$ cat src/rtl/game2048_pkg.sv
// rtl/game2048_pkg.sv - shared 2048 board types, direction codes, controller states and board predicates
package game2048_pkg;

  typedef logic [11:0] tile_t;
  typedef tile_t [3:0][3:0] board_t;  // [row][col], row 0 at the top, col 0 at the left
  typedef logic [19:0] score_t;

  localparam logic [3:0] DIR_UP    = 4'b0001;
  localparam logic [3:0] DIR_DOWN  = 4'b0010;
  localparam logic [3:0] DIR_LEFT  = 4'b0100;
  localparam logic [3:0] DIR_RIGHT = 4'b1000;

  localparam score_t SCORE_MAX = 20'hFFFFF;

  typedef enum logic [2:0] {
    ST_INIT,
    ST_IDLE,
    ST_APPLY,
    ST_SPAWN,
    ST_CHECK,
    ST_DONE
  } ctrl_state_e;

  function automatic logic dir_is_one_hot(logic [3:0] d);
    return (d != 4'b0000) && ((d & (d - 4'b0001)) == 4'b0000);
  endfunction

  function automatic logic board_has_tile(board_t b, tile_t v);
    logic hit;
    hit = 1'b0;
    for (int r = 0; r < 4; r++)
      for (int c = 0; c < 4; c++)
        if (b[r][c] == v) hit = 1'b1;
    return hit;
  endfunction

  // A move exists while any cell is empty or two orthogonal neighbours can merge.
  function automatic logic board_can_move(board_t b);
    logic ok;
    ok = 1'b0;
    for (int r = 0; r < 4; r++)
      for (int c = 0; c < 4; c++)
        if (b[r][c] == 12'h000) ok = 1'b1;
    for (int r = 0; r < 4; r++)
      for (int c = 0; c < 3; c++)
        if ((b[r][c] != 12'h000) && (b[r][c] == b[r][c+1])) ok = 1'b1;
    for (int r = 0; r < 3; r++)
      for (int c = 0; c < 4; c++)
        if ((b[r][c] != 12'h000) && (b[r][c] == b[r+1][c])) ok = 1'b1;
    return ok;
  endfunction

endpackage

$ cat src/rtl/board_state_ctrl_if.sv
// rtl/board_state_ctrl_if.sv - request, preload and merge-path signals of board_state_ctrl
// master: drives dir_valid/dir_in/load_valid/load_board and the merge results
//         board_merged/score_update; observes board/direction/score/ready/game_won/game_over.
// slave:  the controller side (inverse directions).
interface board_state_ctrl_if;
  import game2048_pkg::*;

  logic       dir_valid;
  logic [3:0] dir_in;
  logic       load_valid;
  board_t     load_board;
  board_t     board_merged;
  score_t     score_update;
  board_t     board;
  logic [3:0] direction;
  score_t     score;
  logic       ready;
  logic       game_won;
  logic       game_over;

  modport master (
    output dir_valid, dir_in, load_valid, load_board, board_merged, score_update,
    input  board, direction, score, ready, game_won, game_over
  );

  modport slave (
    input  dir_valid, dir_in, load_valid, load_board, board_merged, score_update,
    output board, direction, score, ready, game_won, game_over
  );

endinterface

$ cat src/rtl/spawn_lfsr.sv
// rtl/spawn_lfsr.sv - free-running 16-bit Fibonacci LFSR (x^16+x^14+x^13+x^11+1) for tile spawning
// clk, rst_n: clock and async active-low reset (loads SEED)
// rand_val:   current LFSR state, advances every cycle out of reset
module spawn_lfsr #(
  parameter logic [15:0] SEED = 16'hACE1
) (
  input  logic        clk,
  input  logic        rst_n,
  output logic [15:0] rand_val
);

  logic [15:0] lfsr_q;

  // Right-shifting form: taps 16,14,13,11 land on bits 0,2,3,5.
  always_ff @(posedge clk or negedge rst_n) begin
    if (!rst_n) lfsr_q <= SEED;
    else        lfsr_q <= {lfsr_q[0] ^ lfsr_q[2] ^ lfsr_q[3] ^ lfsr_q[5], lfsr_q[15:1]};
  end

  assign rand_val = lfsr_q;

endmodule

$ cat src/rtl/board_state_ctrl.sv
// rtl/board_state_ctrl.sv - owner of the 2048 board: moves, score, tile spawn, win/game-over
// clk, rst_n: clock and async active-low reset
// bus (slave): dir_valid/dir_in move request, load_valid/load_board preload,
//              board_merged/score_update from the merge block, board/direction to it,
//              score, ready (IDLE only), sticky game_won and game_over.
module board_state_ctrl
  import game2048_pkg::*;
#(
  parameter logic [15:0] LFSR_SEED = 16'hACE1,
  parameter tile_t       WIN_TILE  = 12'h800
) (
  input logic               clk,
  input logic               rst_n,
  board_state_ctrl_if.slave bus
);

  ctrl_state_e state_q, state_d;
  board_t      board_q, board_d;
  logic [3:0]  dir_q, dir_d;
  score_t      score_q, score_d;
  logic        won_q, won_d;
  logic        over_q, over_d;
  logic [3:0]  ptr_q, ptr_d;         // cell under examination: row = ptr[3:2], col = ptr[1:0]
  logic [1:0]  spawn_cnt_q, spawn_cnt_d;
  logic [3:0]  scan_cnt_q, scan_cnt_d;  // occupied cells passed for the current tile

  logic [15:0] rnd;
  logic        unused_rand_bits;
  logic [20:0] score_sum;
  tile_t       spawn_val;

  spawn_lfsr #(.SEED(LFSR_SEED)) u_lfsr (
    .clk      (clk),
    .rst_n    (rst_n),
    .rand_val (rnd)
  );

  assign unused_rand_bits = ^rnd[15:8];
  assign score_sum        = {1'b0, score_q} + {1'b0, bus.score_update};
  // Mostly 2s, a 4 when the nibble happens to be zero.
  assign spawn_val        = (rnd[7:4] != 4'h0) ? 12'h002 : 12'h004;

  always_ff @(posedge clk or negedge rst_n) begin
    if (!rst_n) begin
      state_q     <= ST_INIT;
      board_q     <= '0;
      dir_q       <= 4'b0000;
      score_q     <= '0;
      won_q       <= 1'b0;
      over_q      <= 1'b0;
      ptr_q       <= 4'h0;
      spawn_cnt_q <= 2'd2;
      scan_cnt_q  <= 4'h0;
    end else begin
      state_q     <= state_d;
      board_q     <= board_d;
      dir_q       <= dir_d;
      score_q     <= score_d;
      won_q       <= won_d;
      over_q      <= over_d;
      ptr_q       <= ptr_d;
      spawn_cnt_q <= spawn_cnt_d;
      scan_cnt_q  <= scan_cnt_d;
    end
  end

  always_comb begin
    state_d     = state_q;
    board_d     = board_q;
    dir_d       = dir_q;
    score_d     = score_q;
    won_d       = won_q;
    over_d      = over_q;
    ptr_d       = ptr_q;
    spawn_cnt_d = spawn_cnt_q;
    scan_cnt_d  = scan_cnt_q;

    case (state_q)
      ST_INIT: begin
        ptr_d      = rnd[3:0];
        scan_cnt_d = 4'h0;
        state_d    = ST_SPAWN;
      end

      ST_IDLE: begin
        if (bus.load_valid) begin
          board_d = bus.load_board;
          state_d = ST_CHECK;
        end else if (bus.dir_valid && dir_is_one_hot(bus.dir_in)) begin
          dir_d   = bus.dir_in;
          state_d = ST_APPLY;
        end
      end

      // board_merged is a combinational function of board_q/dir_q this cycle.
      ST_APPLY: begin
        dir_d = 4'b0000;
        if (bus.board_merged != board_q) begin
          board_d     = bus.board_merged;
          score_d     = score_sum[20] ? SCORE_MAX : score_sum[19:0];
          spawn_cnt_d = 2'd1;
          ptr_d       = rnd[3:0];
          scan_cnt_d  = 4'h0;
          state_d     = ST_SPAWN;
        end else begin
          state_d = ST_IDLE;
        end
      end

      ST_SPAWN: begin
        if (board_q[ptr_q[3:2]][ptr_q[1:0]] == 12'h000) begin
          board_d[ptr_q[3:2]][ptr_q[1:0]] = spawn_val;
          spawn_cnt_d = spawn_cnt_q - 2'd1;
          ptr_d       = rnd[3:0];
          scan_cnt_d  = 4'h0;
          if (spawn_cnt_q == 2'd1) state_d = ST_CHECK;
        end else begin
          ptr_d      = ptr_q + 4'h1;
          scan_cnt_d = scan_cnt_q + 4'h1;
          // Sixteenth occupied cell in a row: board is full, give up on this tile.
          if (scan_cnt_q == 4'hF) state_d = ST_CHECK;
        end
      end

      ST_CHECK: begin
        won_d = won_q | board_has_tile(board_q, WIN_TILE);
        if (!board_can_move(board_q)) begin
          over_d  = 1'b1;
          state_d = ST_DONE;
        end else begin
          state_d = ST_IDLE;
        end
      end

      ST_DONE: state_d = ST_DONE;

      default: state_d = ST_INIT;
    endcase
  end

  assign bus.board     = board_q;
  assign bus.direction = dir_q;
  assign bus.score     = score_q;
  assign bus.ready     = (state_q == ST_IDLE);
  assign bus.game_won  = won_q;
  assign bus.game_over = over_q;

endmodule

$ cat src/flat_wrapper.sv
// flat-port wrapper written by rule: the top's interface ports become plain ports
module board_state_ctrl_flat import game2048_pkg::*;
#(
  parameter logic [15:0] LFSR_SEED = 16'hACE1,
  parameter tile_t       WIN_TILE  = 12'h800
)
  (clk, rst_n, bus_dir_valid, bus_dir_in, bus_load_valid, bus_load_board, bus_board_merged, bus_score_update, bus_board, bus_direction, bus_score, bus_ready, bus_game_won, bus_game_over);
  board_state_ctrl_if bus_i ();
  input logic clk;
  input logic rst_n;
  input wire logic [$bits(bus_i.dir_valid)-1:0] bus_dir_valid;
  input wire logic [$bits(bus_i.dir_in)-1:0] bus_dir_in;
  input wire logic [$bits(bus_i.load_valid)-1:0] bus_load_valid;
  input wire logic [$bits(bus_i.load_board)-1:0] bus_load_board;
  input wire logic [$bits(bus_i.board_merged)-1:0] bus_board_merged;
  input wire logic [$bits(bus_i.score_update)-1:0] bus_score_update;
  output wire logic [$bits(bus_i.board)-1:0] bus_board;
  output wire logic [$bits(bus_i.direction)-1:0] bus_direction;
  output wire logic [$bits(bus_i.score)-1:0] bus_score;
  output wire logic [$bits(bus_i.ready)-1:0] bus_ready;
  output wire logic [$bits(bus_i.game_won)-1:0] bus_game_won;
  output wire logic [$bits(bus_i.game_over)-1:0] bus_game_over;
  assign bus_i.dir_valid = bus_dir_valid;
  assign bus_i.dir_in = bus_dir_in;
  assign bus_i.load_valid = bus_load_valid;
  assign bus_i.load_board = bus_load_board;
  assign bus_i.board_merged = bus_board_merged;
  assign bus_i.score_update = bus_score_update;
  assign bus_board = bus_i.board;
  assign bus_direction = bus_i.direction;
  assign bus_score = bus_i.score;
  assign bus_ready = bus_i.ready;
  assign bus_game_won = bus_i.game_won;
  assign bus_game_over = bus_i.game_over;
  board_state_ctrl #(.LFSR_SEED(LFSR_SEED), .WIN_TILE(WIN_TILE)) u_core (.clk(clk), .rst_n(rst_n), .bus(bus_i));
endmodule
$ cat config.mk
export PLATFORM = sky130hd
export DESIGN_NAME = board_state_ctrl_flat
export DESIGN_NICKNAME = d
export VERILOG_FILES = /design/src/rtl/game2048_pkg.sv /design/src/rtl/board_state_ctrl_if.sv /design/src/rtl/spawn_lfsr.sv /design/src/rtl/board_state_ctrl.sv /design/src/flat_wrapper.sv
export SDC_FILE = /design/constraint.sdc
export NUM_CORES = 1
export LEC_CHECK = 0
export CAP_MARGIN = 20
export CORE_AREA = 2 2 244 246
export CTS_CLUSTER_DIAMETER = 40
export CTS_CLUSTER_SIZE = 10
export DETAILED_ROUTE_END_ITERATION = 8
export DIE_AREA = 0 0 246 248
export GPL_ROUTABILITY_DRIVEN = 0
export PLACE_DENSITY = 0.73
export SLEW_MARGIN = 20
export SYNTH_ARGS = -nofsm -noshare
export SYNTH_HDL_FRONTEND = slang
export SYNTH_SLANG_ARGS = --single-unit
$ cat constraint.sdc
create_clock -name clk -period 3.4 [get_ports clk]
set_input_delay 1.02 -clock clk [delete_from_list [all_inputs] [get_ports clk]]
set_output_delay 1.02 -clock clk [all_outputs]
set_load 0.02 [all_outputs]
Word level (Yosys, flattened, before mapping)
Index checks and enable logic that the tools add are counted.
{"block": "classes", "n_addsub": 5, "magnitude_cmp": 4, "eq_ne": 56, "n_mux": 93, "n_bitwise": 6, "reduce_logical": 75}
{"operator": "$mux 192", "n": 3}
{"operator": "$pmux 192 s3", "n": 1}
{"operator": "$eq 12x12->1", "n": 24}
{"operator": "$logic_not 12->1", "n": 17}
{"operator": "$bwmux 192", "n": 1}
{"operator": "$eq 12x12->1 const B", "n": 16}
{"operator": "$ne 192x192->1", "n": 1}
{"operator": "$reduce_bool 12->1", "n": 15}
{"operator": "$bmux 48 s2", "n": 1}
{"operator": "$demux 48 s2", "n": 1}
{"operator": "$mux 48", "n": 2}
{"operator": "$mux 1", "n": 58}
{"operator": "$logic_and 1x1->1", "n": 28}
{"operator": "$bmux 12 s2", "n": 1}
{"operator": "$demux 12 s2", "n": 1}
{"operator": "$mux 12", "n": 2}
{"operator": "$mux 4", "n": 6}
{"operator": "$pmux 4 s3", "n": 2}
{"operator": "$add 20x20->21", "n": 1}
{"operator": "$mux 3", "n": 7}
{"operator": "$mux 20", "n": 1}
{"operator": "$pmux 3 s6", "n": 1}
{"operator": "$reduce_and 3->1", "n": 3}
{"operator": "$add 4x1->4 const B", "n": 2}
{"operator": "28 further kinds", "n": 44}
{"block": "word_totals", "register_bits": 247, "input_bits": 412, "wordCells": 264}

Depth between registers and ports, before layout
Gate-level depths: netlist of run 1.
{"block": "logic_depth", "word_depth": 44, "mapped_depth": 12, "mapped_depth_nobuf": 11}

By module
Synthesis of run 1 repeated with hierarchy kept, for this count alone.
{"block": "hier_totals", "cells_unflattened": 2443, "hier_area_um2": 22041.1}
{"mod": "board_state_ctrl", "n_inst": 1, "cells_per_inst": 2424, "area_each_um2": 21604.5, "seq_area_each_um2": 5781.8}
{"mod": "spawn_lfsr", "n_inst": 1, "cells_per_inst": 19, "area_each_um2": 436.7, "seq_area_each_um2": 410.4}

Worst setup path before layout of run 1
Ideal clock, no wire load.
{"block": "synth_path", "kind": "in2reg", "start": "input bus_score_update[5]", "end": "register u_core.score_q[13], in the netlist u_core.bus.score[13]", "setup_time_ps": 121, "arrival_time_ps": 3154, "required_time_ps": 3279, "slack_ps": 125, "stages": 10, "cell_sequence": "ha_1 -> a21o_1 -> or3_1 -> o211ai_1 -> a31oi_1 -> or2_2 -> nand4_1 -> nand3_1 -> buf_2 -> o22a_1"}
{"block": "synth_between", "elab_chain_len": 2}
{"element": "start, declared", "line": "flat_wrapper.sv:16", "rtl": "input wire logic [$bits(bus_i.score_update)-1:0] bus_score_update;"}
{"element": "$add 20x20->21", "line": "board_state_ctrl.sv:39", "rtl": "assign score_sum = {1'b0, score_q} + {1'b0, bus.score_update};"}
{"element": "$mux 20", "line": "board_state_ctrl.sv:100", "rtl": "score_d = score_sum[20] ? SCORE_MAX : score_sum[19:0];"}
{"element": "end signal, assigned", "line": "board_state_ctrl.sv:58", "rtl": "score_q <= score_d;"}
{"element": "end, declared", "line": "board_state_ctrl.sv:20", "rtl": "score_t score_q, score_d;"}
No other way between the ends.
A chain may end at the register's enable or synchronous reset.

Final worst setup path of run 1
{"block": "layout_path", "start": "input bus_board_merged[28]", "end": "register u_core.board_q, in the netlist u_core.bus.board[146]"}
{"block": "layout_between", "elab_chain_len": 3}
{"element": "start, declared", "line": "flat_wrapper.sv:15", "rtl": "input wire logic [$bits(bus_i.board_merged)-1:0] bus_board_merged;"}
{"element": "$ne 192x192->1", "line": "board_state_ctrl.sv:98", "rtl": "if (bus.board_merged != board_q) begin"}
{"element": "$ne 2x1->1 (no source line)"}
{"element": "$reduce_and 4->1 (no source line)"}
{"element": "end signal, assigned", "line": "board_state_ctrl.sv:56", "rtl": "board_q <= board_d;"}
{"element": "end, declared", "line": "board_state_ctrl.sv:18", "rtl": "board_t board_q, board_d;"}
No other way between the ends.

==> metrics.txt, run 1 <==
run status finished with violations; violated checks setup timing; xor/xnor share of the synthesized area 22.2%; setup ws final -63.4 ps; Post-synth top cells 256 x clkbuf_1, 255 x xnor2_1, 238 x dfrtp_1; ys async rst share 100%; die extent in x 246 um; Hold WS approximately 350 ps; num rows 89; Pleak roughly 13 nW; r2r startpoint u_core.bus.board[54]; Setup Crit Path Kind in -> reg; EDFF count, synth 0; register area 6190 um^2; fin crit period 3460 ps; final wirelength around 120000 um; Max Clock Freq 289 MHz; Crit Reg-Reg Endpoint u_core.bus.board[157]; Crit path top cell by count nand4_1; clk sinks 247; synth warn 0; Critical Path End Type register; Worst EP arrival ~4000 ps; Tcrit/Tclk final 102%; CP Depth 11; critical-path cell list clkdlybuf4s50_1 > xnor2_1 > buf_4 > nand4_1 > nor4_4 > nand4_1 > a22o_4 > buf_12 > o21ai_4 > buf_6 > a22o_1; Starting Density roughly 33%; busiest layer in global routing met2; compound-gate portion of the synthesized area about a fifth; maximum VDD drop 0.515 mV; first drt pass iteration count 8; max incr delay on CP between 400 and 500 ps; Layout area overhead 60.0%; Synth Cell Area 19400 um^2; reg2reg setup slack 80 ps; clk slew on worst S/H paths 50 ps; post-synth top area cell dfrtp_1; Max-Cap Viols 0; gr usage total roughly two fifths; simple-gate portion of the synthesized area 17.5%; CP startpoint bus_board_merged[28]; Worst Max-Slew Pin Slew around 1100 ps; CTS buffer count 49; relative slew slack 28.4%; largest family of logic cells by synthesized area XOR/XNOR gates; DP HPWL about 95000 um; pre-CTS WS -1010 ps; most common cell in the netlist clkbuf_1; largest net degree at the start of global routing 192; register area share after synthesis 31.9%; crit path capture u_core.bus.board[146]; WL/cell approximately 32 um; Routed Antenna Nets 0; Top FF cell, synth dfrtp_1; GRT Residual Overflow 0; vias per cell 6.14; vias in the first global route 22.7k; Via Count approximately 23k; Post-Place Cells between 3k and 4k; min-delay worst type reg -> reg; DIE AREA about 61000 um^2; Clk Latency, worst-skew pair roughly 610 ps; initial antenna violation count 57; Port-buffer cells 630; met1 Use GR 43.6%; synth top area cells dfrtp_1 31%, xnor2_1 12%, xor2_1 11%; post-synthesis mux area share 0.161%; Root Driver clkbuf_16; post-synthesis instance total 2262; WP buf/inv 4; first-pass GRT wire length around 170000 um; Startpoint Class input pin; Synth Area in Adders 1.78%; Synthesized Nets 2701; max-slew violation count 0; ratio of cells with drive above 1 in the final layout 17.8%; Worst Path Required 3900 ps; nets 3420; number of fill cells 5204; H-tree depth 2; met2 GRT Util 57.4%; syn avg cell area approximately 8.6 um^2; CTS tree yes; Longest Clk Path Bufs 3; worst-path fanout max 6; sum of negative setup slack -767 ps; 1st-iter DRT viols between 3k and 4k; Setup Skew 43.3 ps; core area 58500 um^2; io pins ~630; worst r2r path cells 9; number of remaining DRC errors 0; grt met3 use 18.8%; Final Hold Vio Count 0; post-synth top area share 30.7%; pwr dens 1110 nW/um^2; Multi-input gate area 12800 um^2; Finished Layout Cells 3818; CP max stage cell clkdlybuf4s50_1; post-synth cell types 62; Die H around 250 um; family with the most delay on the worst path buffers and inverters; final setup fails between 50 and 60; flops & latches, synth 247
## per-stage QoR
stage                     total power, mW  utilization, %  area [um^2]
after CTS                            33.0            51.5        30100
after detailed placement             27.8            48.4        28300
after global placement               27.5            48.4        28300
after global routing                 35.5            53.0        31000
after floorplan                      17.4               -        19400
final                                34.6            53.1        31000
## sequential cells by signal, indices dropped and copies added, names as in the netlist
signal and count:
u_core.bus.game_over 1, u_core.spawn_cnt_q 2, u_core.bus.game_won 1, u_core.bus.direction 4, u_core.u_lfsr.rand_val 16, u_core.scan_cnt_q 4
u_core.ptr_q 4, u_core.bus.score 20, u_core.state_q 3, u_core.bus.board 192
## kinds of logic after synthesis
logic type | count (synthesis)
simple gates | 599
compound gates | 559
xor+xnor | 491
buf+inv | 336
flops | 247
fa+ha+maj | 27
mux | 3
## layout by cell type (no fill, tap or decap), types with 35 or more instances in the layout
cell and n:
clkdlybuf4s50_1 553, buf_4 309, xnor2_1 254, dfrtp_1 238
a21oi_1 213, xor2_1 188, o2bb2ai_1 160, and3_1 159
nand4_1 84, nor4_1 75, nor2_1 73, nand2_1 60
dlymetal6s2s_1 60, clkbuf_16 50, o22ai_1 36, a22o_1 36
inv_1 35
## layer usage
layer / wire (um) / vias to the layer above
met4: 10200 / 54
met5: 342 / -
li1: - / 9573
met1: 41000 / 11200
met3: 19600 / 590
met2: 51600 / 2038
## layout make-up
type / count / area share, %
clock inverter: 35 / 1.27
multi-input combinational: 1679 / 41.1
inverter: 37 / 0.456
tap: 773 / 3.12
sequential: 247 / 20.0
antenna: 28 / 0.226
clock buffer: 52 / 4.02
timing repair buffer: 967 / 29.8
## power breakdown
part           switching [mW]  internal, mW  total [mW]
sequential               1.68          4.26        5.94
combinational            13.8          9.90        23.7
clock                    1.87          3.02        4.88
## worst min path at each step
stage	cells after the start	slack, ps	start	to
final	0	350	u_core.u_lfsr.rand_val[14]	u_core.u_lfsr.rand_val[13]
after global placement	0	330	u_core.u_lfsr.rand_val[9]	u_core.u_lfsr.rand_val[8]
after floorplan	0	330	u_core.u_lfsr.rand_val[9]	u_core.u_lfsr.rand_val[8]
after CTS	0	350	u_core.u_lfsr.rand_val[14]	u_core.u_lfsr.rand_val[13]
after detailed placement	0	340	u_core.u_lfsr.rand_val[14]	u_core.u_lfsr.rand_val[13]
after global routing	0	360	u_core.u_lfsr.rand_val[11]	u_core.u_lfsr.rand_val[10]
## timing repair
action,in CTS,in global routing
setup buffers,0,2
hold endpoints to repair,0,0
pin swaps,17,42
gates cloned,1,2
endpoints found under the setup margin,221,216
hold buffers,0,0
gates resized for setup,54,149
Note: power is estimated with default switching activity, not from simulation.
==> inputs of run 2 (changes only) <==
--- a/config.mk
+++ b/config.mk
@@ -14,4 +14,5 @@
 export GPL_ROUTABILITY_DRIVEN = 0
 export PLACE_DENSITY = 0.73
+export RECOVER_POWER = 100
 export SLEW_MARGIN = 20
 export SYNTH_ARGS = -nofsm -noshare
==> constraint.sdc (replaced) <==
create_clock -name clk -period 3.4 [get_ports clk]
set_input_delay 0.68 -clock clk [delete_from_list [all_inputs] [get_ports clk]]
set_output_delay 0.68 -clock clk [all_outputs]
set_load 0.02 [all_outputs]
==> run 2 against run 1 <==
Compared with the run above:
- non-clock buffer count down 31
- highest routed layer unchanged
- the run ends with capacitance limit, slew limit left
- largest power group unchanged
- global-route usage shrank 0.48 points
- power is 3.4% lower
==> metrics.txt, run 2 (same netlist as run 1, synthesis figures left out) <==
vias in the first global route 22.5k (-0.76%); 1st-iter DRT viols 3146 (-3.2%); Startpoint Class input pin; CTS buffer count 52 (+6.1%); largest net degree at the start of global routing 192 (unchanged); gr usage total 38.1% (-0.48 points); final setup fails 0 (-100%); area of placed instances 28000 um^2 (-0.96%); pwr dens 1120 nW/um^2 (+0.64%); num rows 89 (unchanged); Max-Cap Viols 1 (+1); vias per cell 6.10 (-0.60%); most frequent cells in the layout 410 x clkdlybuf4s50_1, 278 x buf_4, 255 x xnor2_1; WL/cell 31.7 um (-1.4%); fin crit period 3400 ps (-65.0 ps); maximum VDD drop 0.505 mV (-2.0%); DP HPWL 94600 um (-0.83%); number of fill cells 5445 (+4.6%); Root Driver clkbuf_16; register area 6190 um^2 (unchanged); Tcrit/Tclk final 100% (-1.9 points); Via Count 23.1k (-1.3%); Pleak 12.6 nW (-4.8%); reg2reg setup slack 60 ps (-20 ps); WP buf/inv 4 (unchanged); Port-buffer cells 630 (unchanged); RSZ-0062 raised after global routing no; CTS tree yes; relative slew slack -94.6% (-120 points); Setup Skew 42.9 ps (-0.352 ps); run status finished with violations; setup ws final 1.54 ps (+65.0 ps); core area 58500 um^2 (unchanged); Clk Latency, worst-skew pair 630 ps (+20 ps); io pins 631 (unchanged); pre-CTS WS -661 ps (+349 ps); Max Clock Freq 294 MHz (+1.9%); ratio of cells with drive above 1 in the final layout 13.7% (-4.1 points); H-tree depth 2 (unchanged); CTS Hold Bufs 0 (unchanged); Critical Path End Type register; Design Area, Final 29800 um^2 (-4.0%); Setup Buffers After CTS 0 (unchanged); Starting Density 33.2% (unchanged); nets 3392 (-0.82%); clk sinks 247 (unchanged); die extent in x 246 um (unchanged); family with the most delay on the worst path simple AND/OR/NAND/NOR gates; Worst Max-Slew Pin Slew 2920 ps (+1850 ps); Routed Antenna Nets 0 (unchanged); Die H 248 um (unchanged); violated checks capacitance limit, slew limit; Final Hold Vio Count 0 (unchanged); DIE AREA 61000 um^2 (unchanged); Worst EP arrival 3940 ps (-30 ps); Multi-input gate area 11900 um^2 (-6.5%); max-slew violation count 50 (+50); critical-path cell list clkdlybuf4s50_1 > xor2_1 > nor4_1 > buf_4 > nand4_1 > nor4_2 > nand4_1 > a22o_1 > buf_2 > o21ai_0 > buf_4 > o2bb2ai_1; Hold WS 353 ps (+5.94 ps); worst-path fanout max 12 (+6); final wirelength 120000 um (-2.0%); initial antenna violation count 42 (-26%); CP max stage cell clkdlybuf4s50_1; commonest non-fill, non-tap cell in the layout clkdlybuf4s50_1; GRT Residual Overflow 0 (unchanged); max incr delay on CP 530 ps (+50 ps); number of flip-flops in the largest register 192 (unchanged); Worst Path Required 3950 ps (+50 ps); min-delay worst type reg -> reg; first drt pass iteration count 8 (unchanged); clk slew on worst S/H paths 60 ps (about the same); Longest Clk Path Bufs 3 (unchanged); Setup Crit Path Kind in -> reg; first-pass GRT wire length 165000 um (-1.5%); Layout area overhead 53.5%; number of remaining DRC errors 0 (unchanged)
run 2: worst reg2reg max path, cell delays in order, from the launching register on:
cell	delay, ps
dfrtp_1	560
xor2_1	770
nor4_1	110
nand4_1	230
nor4_1	70
buf_4	140
nand4_1	100
clkbuf_1	260
and2_0	340
nand3_1	160
clkbuf_4	260
o22a_1	210
run 2: repair_timing:
item / in CTS / in global routing
endpoints found under the hold margin: 0 / 0
resized for setup: 1 / 4
endpoints found under the setup margin: 56 / 36
cloned: 0 / 0
run 2: report_power, final:
part,switching (mW),internal (mW),leakage (nW)
clock network,1.93,3.39,0.876
registers,1.45,4.27,3.02
logic,13.5,8.87,8.72
run 2: area by class of cell:
cell class,count,area share [%]
Antenna cell,25,0.210
Sequential cell,247,20.8
Multi-Input combinational cell,1679,40.1
Inverter,37,0.475
Tap cell,773,3.25
Clock buffer,61,4.62
Timing Repair Buffer,936,29.1
Clock inverter,35,1.45
run 2: final timing paths:
| path | from | end | depth (start not counted) |
|---|---|---|---|
| worst min register to register | u_core.u_lfsr.rand_val[14] | u_core.u_lfsr.rand_val[13] | 0 |
| min in group asynchronous | rst_n | u_core.bus.direction[0] | 1 |
| worst max-delay path | bus_board_merged[91] | u_core.bus.board[77] | 12 |
| worst max register to register | u_core.bus.board[33] | u_core.bus.score[8] | 11 |
| max in group asynchronous | rst_n | u_core.bus.board[112] | 2 |
| worst min-delay path | u_core.u_lfsr.rand_val[14] | u_core.u_lfsr.rand_val[13] | 0 |
run 2: metal layers:
layer	wire length, um	GRT usage, %	vias to the layer above
met5	274	0	-
met4	10100	26.7	40
met3	19000	18.6	585
met2	50500	56.4	1954
met1	40500	42.8	11000
li1	-	-	9539
run 2: stage by stage:
step / total power [mW] / utilization (%) / cells / setup TNS (ps)
global route: 34.3 / 50.9 / 3777 / 0
finish: 33.4 / 50.9 / 3793 / 0
floorplan: 17.4 / - / 2262 / 0
detailed placement: 27.6 / 47.9 / 3672 / -127500
global placement: 27.3 / 47.9 / 3672 / -106810
CTS: 33.0 / 51.0 / 3768 / 0
